==> src/rtl/shift_sequencer.sv <==
// Multi-cycle N-position shift controller: drives a combinational single-step
// shifter once per clock and folds its output back into an accumulator.
module shift_sequencer #(
  parameter int W  = 16,
  parameter int CW = 4
) (
  input  logic          clk,
  input  logic          reset_n,
  input  logic          start,
  input  logic [1:0]    op,
  input  logic [CW-1:0] amount,
  input  logic [W-1:0]  din,
  output logic [1:0]    sh_shift,
  output logic [W-1:0]  sh_in,
  input  logic [W-1:0]  sh_out,
  output logic          busy,
  output logic          done,
  output logic [W-1:0]  result
);

  typedef enum logic [1:0] {
    IDLE  = 2'd0,
    SHIFT = 2'd1,
    DONE  = 2'd2
  } state_t;

  state_t        state;
  logic [W-1:0]  acc;
  logic [CW-1:0] cnt;
  logic [1:0]    op_r;

  always_ff @(posedge clk or negedge reset_n) begin
    if (!reset_n) begin
      state <= IDLE;
      acc   <= '0;
      cnt   <= '0;
      op_r  <= '0;
      busy  <= 1'b0;
      done  <= 1'b0;
    end else begin
      case (state)
        IDLE: begin
          if (start) begin
            acc  <= din;
            cnt  <= amount;
            op_r <= op;
            busy <= 1'b1;
            if (amount != '0) begin
              state <= SHIFT;
            end else begin
              state <= DONE;
              done  <= 1'b1;
            end
          end
        end
        SHIFT: begin
          acc <= sh_out;
          cnt <= cnt - 1'b1;
          // Leaving at cnt==1 means cnt never reaches 0 here, so no wrap.
          if (cnt == CW'(1)) begin
            state <= DONE;
            done  <= 1'b1;
          end
        end
        DONE: begin
          state <= IDLE;
          done  <= 1'b0;
          busy  <= 1'b0;
        end
        default: begin
          state <= IDLE;
          done  <= 1'b0;
          busy  <= 1'b0;
        end
      endcase
    end
  end

  // Shift select is decoded from state and the latched op only.
  assign sh_shift = (state == SHIFT) ? op_r : 2'b00;
  assign sh_in    = acc;
  assign result   = acc;

endmodule

==> config.mk <==
export PLATFORM = sky130hd
export DESIGN_NAME = shift_sequencer
export DESIGN_NICKNAME = d
export VERILOG_FILES = /design/src/rtl/shift_sequencer.sv
export SDC_FILE = /design/constraint.sdc
export NUM_CORES = 1
export LEC_CHECK = 0
export ABC_CLOCK_PERIOD_IN_PS = 1450
export BUFFER_PORTS_ARGS = -buffer_cell sky130_fd_sc_hd__buf_2
export CAP_MARGIN = 5
export CORE_UTILIZATION = 28
export DETAILED_ROUTE_END_ITERATION = 16
export PLACE_DENSITY = 0.53
export SLEW_MARGIN = 20
export SYNTH_ARGS = -nofsm -noshare
export SYNTH_HDL_FRONTEND = slang
export SYNTH_SLANG_ARGS = --single-unit
==> constraint.sdc <==
create_clock -name clk -period 1.45 [get_ports clk]
set_input_delay 0.0725 -clock clk [delete_from_list [all_inputs] [get_ports clk]]
set_output_delay 0.0725 -clock clk [all_outputs]
set_load 0.02 [all_outputs]
==> impl_results.rst, run 1 <==
.. list-table::
   :header-rows: 1

   * - Metric
     - Value
   * - Clock latency reported for the late side of the worst-skew pair
     - 0.26 ns
   * - CTS tree
     - done
   * - Total half-perimeter wirelength after legalization and detailed placement
     - 2.39 mm
   * - Number of maximum-capacitance violations
     - 0
   * - Die ar.
     - 5250 sq um
   * - Setup CP Type
     - reg2reg
   * - Wire length of the first global-routing pass
     - 4.80 mm
   * - Total global routing track utilization
     - 0.117
   * - Worst relative slew slack
     - 0.608
   * - Seq/Total Area, Yosys
     - 0.468
   * - Highest achievable clock rate
     - 724 MHz
   * - Count of inserted antenna diode cells
     - 0
   * - Largest net degree at the start of global routing
     - 27
   * - Relative area change from synthesis to final layout
     - 34.4%
   * - Vias in the first global route
     - around 1,100
   * - Required arrival time at the worst endpoint
     - 1.61 ns
   * - Yosys warning count
     - 0
   * - Initial detailed-routing violation count
     - 21
   * - Post-synthesis sequential element count
     - 26
   * - Element type at the critical path start
     - register
   * - Number of levels the H-tree was split into
     - 1
   * - Final net count
     - about 250
   * - Slew at the pin closest to its max-slew limit
     - 0.589 ns
   * - Number of distinct standard cells referenced by the synthesized netlist
     - 33
   * - Initial antenna violation count
     - 0
   * - Final cell area excluding filler cells
     - around 1900 sq um
   * - # rows
     - 25
   * - Final Hold Violating Endpoints
     - 0
   * - Class of the tightest hold or removal check
     - in2reg
   * - Max Clock Skew
     - 0.00247 ns
   * - Setup-violating endpoint count in the final report
     - 0
   * - Clock sink total
     - 26
   * - Final worst path period share
     - 0.953
   * - Hold path endpoint
     - op_r[1]$_DFFE_PN0P_
   * - Library cell used as clock root buffer
     - clkbuf_8
   * - R2r startpoint
     - state[1]$_DFFE_PN0P_
   * - Worst setup slack for register-to-register paths
     - 0.07 ns
   * - Fraction of final layout cells sized beyond drive strength 1
     - 0.466
   * - Max Root-Sink Buffers
     - 2
   * - Grt ovf
     - 0
   * - Mean Syn Cell Area
     - 10.1 sq um
   * - Count of buffers from port buffering
     - 76
   * - Synthesized instance count
     - around 140
   * - Status
     - complete, no violations
   * - Startpoint of the tightest hold check path
     - op[1]
   * - Arrival time worst endpoint
     - about 1.5 ns
   * - I/O pin total
     - 77
   * - CTS Buf Count
     - 3
   * - Sum of routed wire length over all layers
     - 3.05 mm
   * - Final weighted congestion of routability-driven global placement
     - 0.743
   * - Number of cells traversed by the worst register-to-register path
     - 4
   * - Placed cell area
     - 1770 sq um
   * - Floorplan die height
     - 72.5 um
   * - VDD IR-drop max
     - 703 uV
   * - RSZ-0062 raised after global routing
     - yes
   * - Core region area
     - about 4800 sq um
   * - Mean number of vias per cell
     - 4.29
   * - Endpoint type of the worst setup path
     - register
   * - Shortest period the worst path allows
     - 1.38 ns
   * - Power per unit of standard cell area
     - 2410 nW/um^2
   * - Count of pins over their slew limit
     - 0
   * - Worst-path maximum fanout
     - 7
   * - Avg WL per Cell
     - 11.2 um
   * - DRC viols
     - 0
   * - Starting density of the core
     - 0.292
   * - Endpoint of the lowest-slack register-to-register path
     - cnt[3]$_DFFE_PN0P_
   * - Remaining number of nets flagged by the antenna check after routing
     - 0
   * - Worst hold slack across all endpoints
     - 0.0292 ns
   * - Cell leakage power
     - 0.965 nW
   * - Worst hold path cell count
     - 2
   * - Via count of the routed design
     - 1,171
   * - Netlist area before placement
     - 1390 sq um
   * - Net Count, Synth
     - 181
   * - TritonRoute pass-1 iters
     - 4
   * - Post-CTS clock slew at the launch and capture registers of the worst setup and hold paths
     - ~0.090 ns
   * - Die width
     - roughly 72 um
## power breakdown
part	switching [W]	leakage, nW	total (W)	internal [W]
clock network	0.000212	0.0216	0.000398	0.000186
logic	0.00160	0.636	0.00277	0.00117
registers	0.000235	0.308	0.00133	0.00110
## per-stage QoR
stage                     setup WS (ns)  instances  setup TNS, ns  total power (W)  utilization
after floorplan                   0.101        138              0          0.00340            -
after global placement           0.0729        265              0          0.00399        0.372
after detailed placement         0.0961        265              0          0.00402        0.372
after CTS                       0.00595        271              0          0.00449        0.387
after global routing            -0.0135        273        -0.0135          0.00488        0.393
final                            0.0685        273              0          0.00450        0.393
## registers in the layout, indices dropped and copies added, names as in the netlist
| register | flops |
|---|---|
| result | 16 |
| cnt | 4 |
| op_r | 2 |
| state | 2 |
| busy | 1 |
| done | 1 |
## layout make-up
type	instances	area, sq um
inverters	6	22.5
well taps	67	83.8
flip-flops and latches	26	652
fillers	496	2890
multi-input cells	83	569
clock buffers	3	41.3
repair buffers	88	499
## critical path, cell delays in order, from the launching register on
cell	delay, ns
dfrtp_2	0.41
buf_4	0.15
nand2b_2	0.21
o32a_1	0.33
o22a_1	0.18
## kinds of logic after synthesis
kind of cell    after synthesis  share of synthesized area
buf+inv                      29                      0.128
compound gates               31                      0.140
flops                        26                      0.468
simple gates                 31                      0.108
mux                          19                      0.139
fa+ha+maj                     2                     0.0180
## per-layer routing
layer / GRT usage / wire, um / vias up / share of wire
li1: - / - / 596 / -
met1: 0.154 / 1410 / 530 / 0.46
met2: 0.195 / 1430 / 43 / 0.47
met3: 0.0222 / 186 / 2 / 0.061
met4: 0.0327 / 16 / 0 / 0.0053
met5: 0 / 0 / - / 0
## cell usage after synthesis
| cell type | number | share of area |
|---|---|---|
| nor3b_1 | 1 | 0.0054 |
| o32ai_2 | 1 | 0.012 |
| buf_2 | 4 | 0.014 |
| dfrtp_1 | 26 | 0.47 |
| o22a_1 | 1 | 0.0063 |
| and2_1 | 3 | 0.014 |
| mux2i_1 | 17 | 0.12 |
| and3_1 | 1 | 0.0045 |
| mux2_1 | 2 | 0.016 |
| nor3_1 | 1 | 0.0036 |
| or3_1 | 1 | 0.0045 |
| ha_1 | 2 | 0.018 |
| nand3b_1 | 1 | 0.0054 |
| o21a_1 | 1 | 0.0054 |
| o21ai_1 | 16 | 0.058 |
| o32ai_1 | 1 | 0.0063 |
| clkbuf_1 | 2 | 0.0054 |
| o21ai_0 | 1 | 0.0036 |
| inv_2 | 1 | 0.0027 |
| o21bai_1 | 1 | 0.0054 |
| nor2b_1 | 1 | 0.0045 |
| and2b_1 | 1 | 0.0054 |
| a21o_1 | 1 | 0.0054 |
| buf_4 | 17 | 0.092 |
| nor2_1 | 3 | 0.0081 |
| nand2b_1 | 1 | 0.0045 |
| a221o_1 | 1 | 0.0072 |
| nand2_1 | 16 | 0.043 |
| inv_1 | 5 | 0.014 |
| a21oi_1 | 5 | 0.018 |
| a211oi_1 | 1 | 0.0054 |
| o32a_1 | 1 | 0.0072 |
| or4_1 | 1 | 0.0054 |
## timing repair
item / CTS / global route
endpoints found under the hold margin: 26 / 0
buffers inserted: 2 / 2
setup endpoints to repair: 2 / 4
resized for setup: 3 / 4
hold buffers: 1 / 0
## cell usage in the layout (no fill, tap or decap), types with 3 or more instances in the layout
cell type	instances
nor2_1	3
mux2i_1	17
inv_1	5
buf_2	75
clkbuf_8	3
and2_1	3
o21ai_1	16
buf_4	9
dfrtp_1	25
nand2_1	16
a21oi_1	5
## worst max path at each step
| stage | from | to | slack, ns | cells after the start |
|---|---|---|---|---|
| 2_1_floorplan | state[1]$_DFFE_PN0P_ | cnt[0]$_DFFE_PN0P_ | 0.10 | 5 |
| 3_3_place_gp | state[0]$_DFFE_PN0P_ | cnt[0]$_DFFE_PN0P_ | 0.07 | 3 |
| 3_5_place_dp | cnt[2]$_DFFE_PN0P_ | cnt[3]$_DFFE_PN0P_ | 0.1 | 3 |
| 4_1_cts | state[0]$_DFFE_PN0P_ | sh_shift[0] | 0.006 | 4 |
| 5_1_grt | state[0]$_DFFE_PN0P_ | cnt[0]$_DFFE_PN0P_ | -0.01 | 3 |
| 6_report | state[1]$_DFFE_PN0P_ | cnt[3]$_DFFE_PN0P_ | 0.07 | 4 |
(Power assumes the default switching activity.)
==> run 2, diff against run 1 <==
--- a/config.mk
+++ b/config.mk
@@ -6,11 +6,11 @@
 export NUM_CORES = 1
 export LEC_CHECK = 0
 export ABC_CLOCK_PERIOD_IN_PS = 1450
-export BUFFER_PORTS_ARGS = -buffer_cell sky130_fd_sc_hd__buf_2
 export CAP_MARGIN = 5
 export CORE_UTILIZATION = 28
 export DETAILED_ROUTE_END_ITERATION = 16
-export PLACE_DENSITY = 0.53
+export DONT_BUFFER_PORTS = 1
+export PLACE_DENSITY = 0.39
 export SLEW_MARGIN = 20
 export SYNTH_ARGS = -nofsm -noshare
 export SYNTH_HDL_FRONTEND = slang
==> run 2 against run 1 <==
Compared with the run above:
- worst setup slack worse by 0.015 ns
- clock-buffer cell count stayed put
- non-clock buffer count is 43 lower
- critical path depth is 1 lower
- utilization hardly changed
- worst hold slack worse by 0.019 ns
- cell area hardly changed
- critical path type is now reg2out
- highest routed layer unchanged
==> impl_results.rst, run 2 (synthesis results as in run 1) <==
.. list-table::
   :header-rows: 1

   * - Metric
     - Value
   * - Shortest period the worst path allows
     - 1.40 ns
   * - Power per unit of standard cell area
     - approximately 2300 nW/um^2
   * - I/O pin total
     - 77
   * - Commonest non-fill, non-tap cells in the layout
     - dlygate4sd3_1 (32), dfrtp_1 (24), mux2i_1 (17)
   * - Number of levels the H-tree was split into
     - 1
   * - Worst hold slack across all endpoints
     - 0.0104 ns
   * - Worst slack after detailed placement
     - 0.0784 ns
   * - Avg WL per Cell
     - between 10 and 15 um
   * - Fraction of final layout cells sized beyond drive strength 1
     - 0.152
   * - Worst-path maximum fanout
     - 12
   * - Number of maximum-capacitance violations
     - 0
   * - Sum of routed wire length over all layers
     - 3.05 mm
   * - Worst relative slew slack
     - 0.736
   * - Crit path max-delay cell type
     - dfrtp_2
   * - Critical path startpoint
     - state[1]$_DFFE_PN0P_
   * - Final worst slack
     - 0.0531 ns
   * - Status
     - complete, no violations
   * - Worst setup slack for register-to-register paths
     - 0.09 ns
   * - Count of inserted antenna diode cells
     - 0
   * - CTS tree
     - done
   * - Final cell area excluding filler cells
     - 1870 sq um
   * - Arrival time worst endpoint
     - 1.32 ns
   * - Remaining number of nets flagged by the antenna check after routing
     - 0
   * - Floorplan die height
     - 72.5 um
   * - Endpoint of the lowest-slack register-to-register path
     - cnt[3]$_DFFE_PN0P_
   * - R2r startpoint
     - cnt[2]$_DFFE_PN0P_
   * - CTS Buf Count
     - 3
   * - Slew at the pin closest to its max-slew limit
     - 0.396 ns
   * - Highest achievable clock rate
     - 716 MHz
   * - Most common library cell in the layout ignoring fill and taps
     - dlygate4sd3_1
   * - Grt ovf
     - 0
   * - Slowest stage delay, CP
     - 0.42 ns
   * - Starting density of the core
     - 0.292
   * - Initial detailed-routing violation count
     - 15
   * - RSZ-0062 raised after global routing
     - yes
   * - Initial antenna violation count
     - 0
   * - Capture point of the worst path
     - sh_shift[1]
   * - Max Clock Skew
     - 0.00750 ns
   * - Startpoint of the tightest hold check path
     - amount[1]
   * - Vias in the first global route
     - 1,048
   * - Final Hold Violating Endpoints
     - 0
   * - Post-route core utilization
     - 0.393
   * - Setup CP Type
     - reg2out
   * - Count of buffers from port buffering
     - 0
   * - DRC viols
     - 0
   * - Number of cells traversed by the worst register-to-register path
     - 3
   * - Clock latency reported for the late side of the worst-skew pair
     - 0.27 ns
   * - Endpoint type of the worst setup path
     - output port
   * - # rows
     - 25
   * - TritonRoute pass-1 iters
     - 4
   * - Max reg flops
     - 16
   * - Class of the tightest hold or removal check
     - in2reg
   * - Mean number of vias per cell
     - 4.46
   * - Cell leakage power
     - between 0.8 and 0.9 nW
   * - VDD IR-drop max
     - around 860 uV
   * - Clock sink total
     - 26
   * - Via count of the routed design
     - 1,030
   * - Required arrival time at the worst endpoint
     - between 1 and 1.5 ns
   * - Final worst path period share
     - 0.963
   * - Library cell used as clock root buffer
     - clkbuf_8
   * - Placed cell area
     - between 1000 and 1500 sq um
   * - Element type at the critical path start
     - register
   * - Count of pins over their slew limit
     - 0
   * - Relative area change from synthesis to final layout
     - 34.3%
   * - CP cell instances
     - and2b_2 -> buf_12 -> and2_2
   * - Post-CTS clock slew at the launch and capture registers of the worst setup and hold paths
     - 0.09 ns
   * - Total global routing track utilization
     - 0.119
   * - Core region area
     - 4750 sq um
   * - Layout fillers
     - 489
   * - Max Root-Sink Buffers
     - 2
   * - Die width
     - 72.5 um
   * - Final weighted congestion of routability-driven global placement
     - between 0.8 and 0.9
   * - Overall power of the completed layout
     - 0.00432 W
   * - Final net count
     - 208
   * - Wire length of the first global-routing pass
     - around 4.7 mm
   * - Largest net degree at the start of global routing
     - 27
   * - Setup-violating endpoint count in the final report
     - 0
   * - Total half-perimeter wirelength after legalization and detailed placement
     - 1.90 mm
   * - Die ar.
     - approximately 5300 sq um
==> run 2: what timing repair did <==
| item | 4_1_cts | 5_1_grt |
|---|---|---|
| hold buffers | 32 | 1 |
| cloned | 0 | 0 |
| resized for setup | 5 | 2 |
| buffers inserted | 3 | 0 |
| endpoints found under the setup margin | 2 | 21 |
| endpoints found under the hold margin | 44 | 1 |
==> run 2: layout make-up <==
type,count,area (sq um),area share
sequential,26,653,0.350
tap,67,83.8,0.0449
clock inverter,1,30.0,0.0161
clock buffer,3,41.3,0.0221
multi-input combinational,83,577,0.309
timing repair buffer,45,459,0.246
inverter,6,22.5,0.0121
==> run 2: through the flow <==
| stage | TNS [ns] | std cells |
|---|---|---|
| floorplan | 0 | 138 |
| global placement | 0 | 191 |
| detailed placement | 0 | 191 |
| CTS | 0 | 230 |
| global route | -0.0208 | 231 |
| finish | 0 | 231 |
==> run 2: per-layer routing <==
metal	part of all wire	vias up	track usage
met5	0	-	0
met4	0.0046	0	0.0392
met3	0.063	2	0.0306
met2	0.52	32	0.223
met1	0.41	490	0.130
li1	-	506	-
==> run 2: where the power goes <==
group / switching [W] / internal (W) / total (W)
combinational: 0.000901 / 0.000892 / 0.00179
clock: 0.000227 / 0.000369 / 0.000596
sequential: 0.000844 / 0.00109 / 0.00193
==> run 2: worst min-delay path by stage <==
stage                            endpoint  slack [ns]  cells past startpoint
floorplan                busy$_DFFE_PN0P_       -0.22                      0
global placement    result[2]$_DFFE_PN0P_       -0.22                      0
detailed placement  result[2]$_DFFE_PN0P_       -0.22                      0
CTS                 result[9]$_DFFE_PN0P_      0.0003                      2
global route           cnt[1]$_DFFE_PN0P_     0.00005                      2
finish                 cnt[1]$_DFFE_PN0P_        0.01                      2
==> run 2: critical path: cells and delay by family, from the launching register on <==
kind,cells,cell delay (ns)
and+or+nand+nor,2,0.48
DFF,1,0.42
buffers and inverters,1,0.16
==> run 3, diff against run 2 <==
--- a/config.mk
+++ b/config.mk
@@ -7,10 +7,10 @@
 export LEC_CHECK = 0
 export ABC_CLOCK_PERIOD_IN_PS = 1450
 export CAP_MARGIN = 5
-export CORE_UTILIZATION = 28
+export CORE_UTILIZATION = 50
 export DETAILED_ROUTE_END_ITERATION = 16
 export DONT_BUFFER_PORTS = 1
-export PLACE_DENSITY = 0.39
+export PLACE_DENSITY = 0.63
 export SLEW_MARGIN = 20
 export SYNTH_ARGS = -nofsm -noshare
 export SYNTH_HDL_FRONTEND = slang
==> run 3 against run 2 <==
Compared with the run above:
- cell count shrank 10%
- register-to-register slack worse by 0.02 ns
- utilization is 36 points higher
- largest power group unchanged
==> impl_results.rst, run 3 (synthesis results as in run 1) <==
.. list-table::
   :header-rows: 1

   * - Metric
     - Value
   * - I/O pin total
     - 77
   * - Arrival time worst endpoint
     - around 1.3 ns
   * - Starting density of the core
     - 0.546
   * - Max Clock Skew
     - 0.00982 ns
   * - Crit path max-delay cell type
     - dfrtp_1
   * - Status
     - complete, no violations
   * - CTS tree
     - done
   * - Die width
     - 54.7 um
   * - Number of levels the H-tree was split into
     - 1
   * - Setup_tns
     - 0 ns
   * - Sum of routed wire length over all layers
     - 3.33 mm
   * - Floorplan die height
     - 54.7 um
   * - CP cell instances
     - buf_6 -> and2b_1 -> buf_6 -> and2_4
   * - Mean number of vias per cell
     - about 5.5
   * - Wire length of the first global-routing pass
     - 4.65 mm
   * - Count of pins over their slew limit
     - 0
   * - Setup CP Type
     - reg2out
   * - Post-CTS clock slew at the launch and capture registers of the worst setup and hold paths
     - 0.14 ns
   * - Commonest non-fill, non-tap cells in the layout
     - dlygate4sd3_1 (40), dfrtp_1 (25), mux2i_1 (17)
   * - Worst hold slack across all endpoints
     - 0.0182 ns
   * - Total global routing track utilization
     - 0.227
   * - R2r startpoint
     - cnt[2]$_DFFE_PN0P_
   * - Class of the tightest hold or removal check
     - in2reg
   * - Power per unit of standard cell area
     - 2240 nW/um^2
   * - Avg WL per Cell
     - 16.1 um
   * - Clock sink total
     - 26
   * - Count of buffers from port buffering
     - 0
   * - Endpoint type of the worst setup path
     - output port
   * - Cell type group with the largest total delay on the critical path
     - flip-flops
   * - Clock latency reported for the late side of the worst-skew pair
     - 0.32 ns
   * - Most common library cell in the layout ignoring fill and taps
     - dlygate4sd3_1
   * - Final weighted congestion of routability-driven global placement
     - 0.873
   * - Count of inserted antenna diode cells
     - 0
   * - Required arrival time at the worst endpoint
     - 1.38 ns
   * - Slowest stage delay, CP
     - between 0.4 and 0.5 ns
   * - Cell leakage power
     - 0.865 nW
   * - Final net count
     - between 200 and 250
   * - Total half-perimeter wirelength after legalization and detailed placement
     - 1.85 mm
   * - RSZ-0062 raised after global routing
     - yes
   * - Max reg flops
     - 16
   * - Critical path startpoint
     - state[0]$_DFFE_PN0P_
   * - # rows
     - 18
   * - Element type at the critical path start
     - register
   * - Initial detailed-routing violation count
     - 11
   * - Final Hold Violating Endpoints
     - 0
   * - Startpoint of the tightest hold check path
     - amount[3]
   * - Via count of the routed design
     - 1,143
   * - Shortest period the worst path allows
     - 1.40 ns
   * - Buffers plus inverters on the worst setup path
     - 2
   * - Remaining number of nets flagged by the antenna check after routing
     - 0
   * - CTS Buf Count
     - 3
   * - Max Root-Sink Buffers
     - 2
   * - Most repeated library cell on the critical path
     - buf_6
   * - Number of maximum-capacitance violations
     - 0
   * - Worst relative slew slack
     - 0.728
   * - Grt ovf
     - 0
   * - TritonRoute pass-1 iters
     - 4
   * - Setup-violating endpoint count in the final report
     - 0
   * - Initial antenna violation count
     - 0
   * - Slew at the pin closest to its max-slew limit
     - about 0.41 ns
   * - Vias in the first global route
     - 1,043
   * - Relative area change from synthesis to final layout
     - 37.4%
   * - Largest net degree at the start of global routing
     - 27
   * - VDD IR-drop max
     - 1490 uV
   * - Library cell used as clock root buffer
     - clkbuf_4
   * - Die ar.
     - about 3000 sq um
   * - Highest achievable clock rate
     - 713 MHz
   * - Worst-path maximum fanout
     - 4
   * - Fraction of final layout cells sized beyond drive strength 1
     - 0.158
   * - DRC viols
     - 0
   * - Core region area
     - 2540 sq um
   * - Final worst path period share
     - 0.967
run 3: timing repair:
| action | CTS | global route |
|---|---|---|
| endpoints found under the hold margin | 48 | 0 |
| setup endpoints to repair | 2 | 10 |
| setup buffers | 4 | 5 |
| cloned | 0 | 0 |
| hold buffers | 41 | 0 |
| gates resized for setup | 6 | 3 |
run 3: per-layer routing:
| metal | vias up | part of all wire | global-route usage |
|---|---|---|---|
| li1 | 538 | - | - |
| met1 | 555 | 0.37 | 0.257 |
| met2 | 46 | 0.56 | 0.412 |
| met3 | 4 | 0.060 | 0.0500 |
| met4 | 0 | 0.011 | 0.0769 |
| met5 | - | 0 | 0 |
run 3: final timing paths:
path | depth (start not counted) | slack, ns | end
worst min-delay path | 2 | 0.02 | cnt[3]$_DFFE_PN0P_
max in group asynchronous | 2 | 1.12 | state[1]$_DFFE_PN0P_
min in group asynchronous | 2 | 0.16 | result[5]$_DFFE_PN0P_
worst max-delay path | 4 | 0.05 | sh_shift[0]
worst max register to register | 3 | 0.07 | cnt[3]$_DFFE_PN0P_
worst min register to register | 1 | 0.51 | op_r[0]$_DFFE_PN0P_
run 3: stage by stage:
| step | worst slack [ns] | utilization | cell area, sq um | std cells | power, W |
|---|---|---|---|---|---|
| 4_1_cts | 0.0165 | 0.730 | 1860 | 202 | 0.00413 |
| 3_5_place_dp | 0.110 | 0.535 | 1360 | 153 | 0.00353 |
| 3_3_place_gp | 0.147 | 0.535 | 1360 | 153 | 0.00346 |
| 2_1_floorplan | 0.101 | - | 1390 | 138 | 0.00340 |
| 5_1_grt | -0.00988 | 0.751 | 1910 | 207 | 0.00460 |
| 6_report | 0.0480 | 0.751 | 1910 | 207 | 0.00428 |
run 3: area by class of cell:
class	count	area, sq um
repair buffers	58	584
clock buffers	4	36.3
well taps	30	37.5
fillers	188	634
multi-input cells	83	578
inverters	6	22.5
flip-flops and latches	26	652
run 3: report_power, final:
group          total [W]  switching [W]  internal, W
sequential       0.00201       0.000922      0.00108
combinational    0.00191       0.000892      0.00102
clock           0.000366       0.000212     0.000154
total            0.00428        0.00203      0.00225
run 3: worst register-to-register path, cell delays in order, from the launching register on:
cell	delay (ns)
dfrtp_1	0.41
or3_1	0.40
o32a_1	0.30
o22a_1	0.17
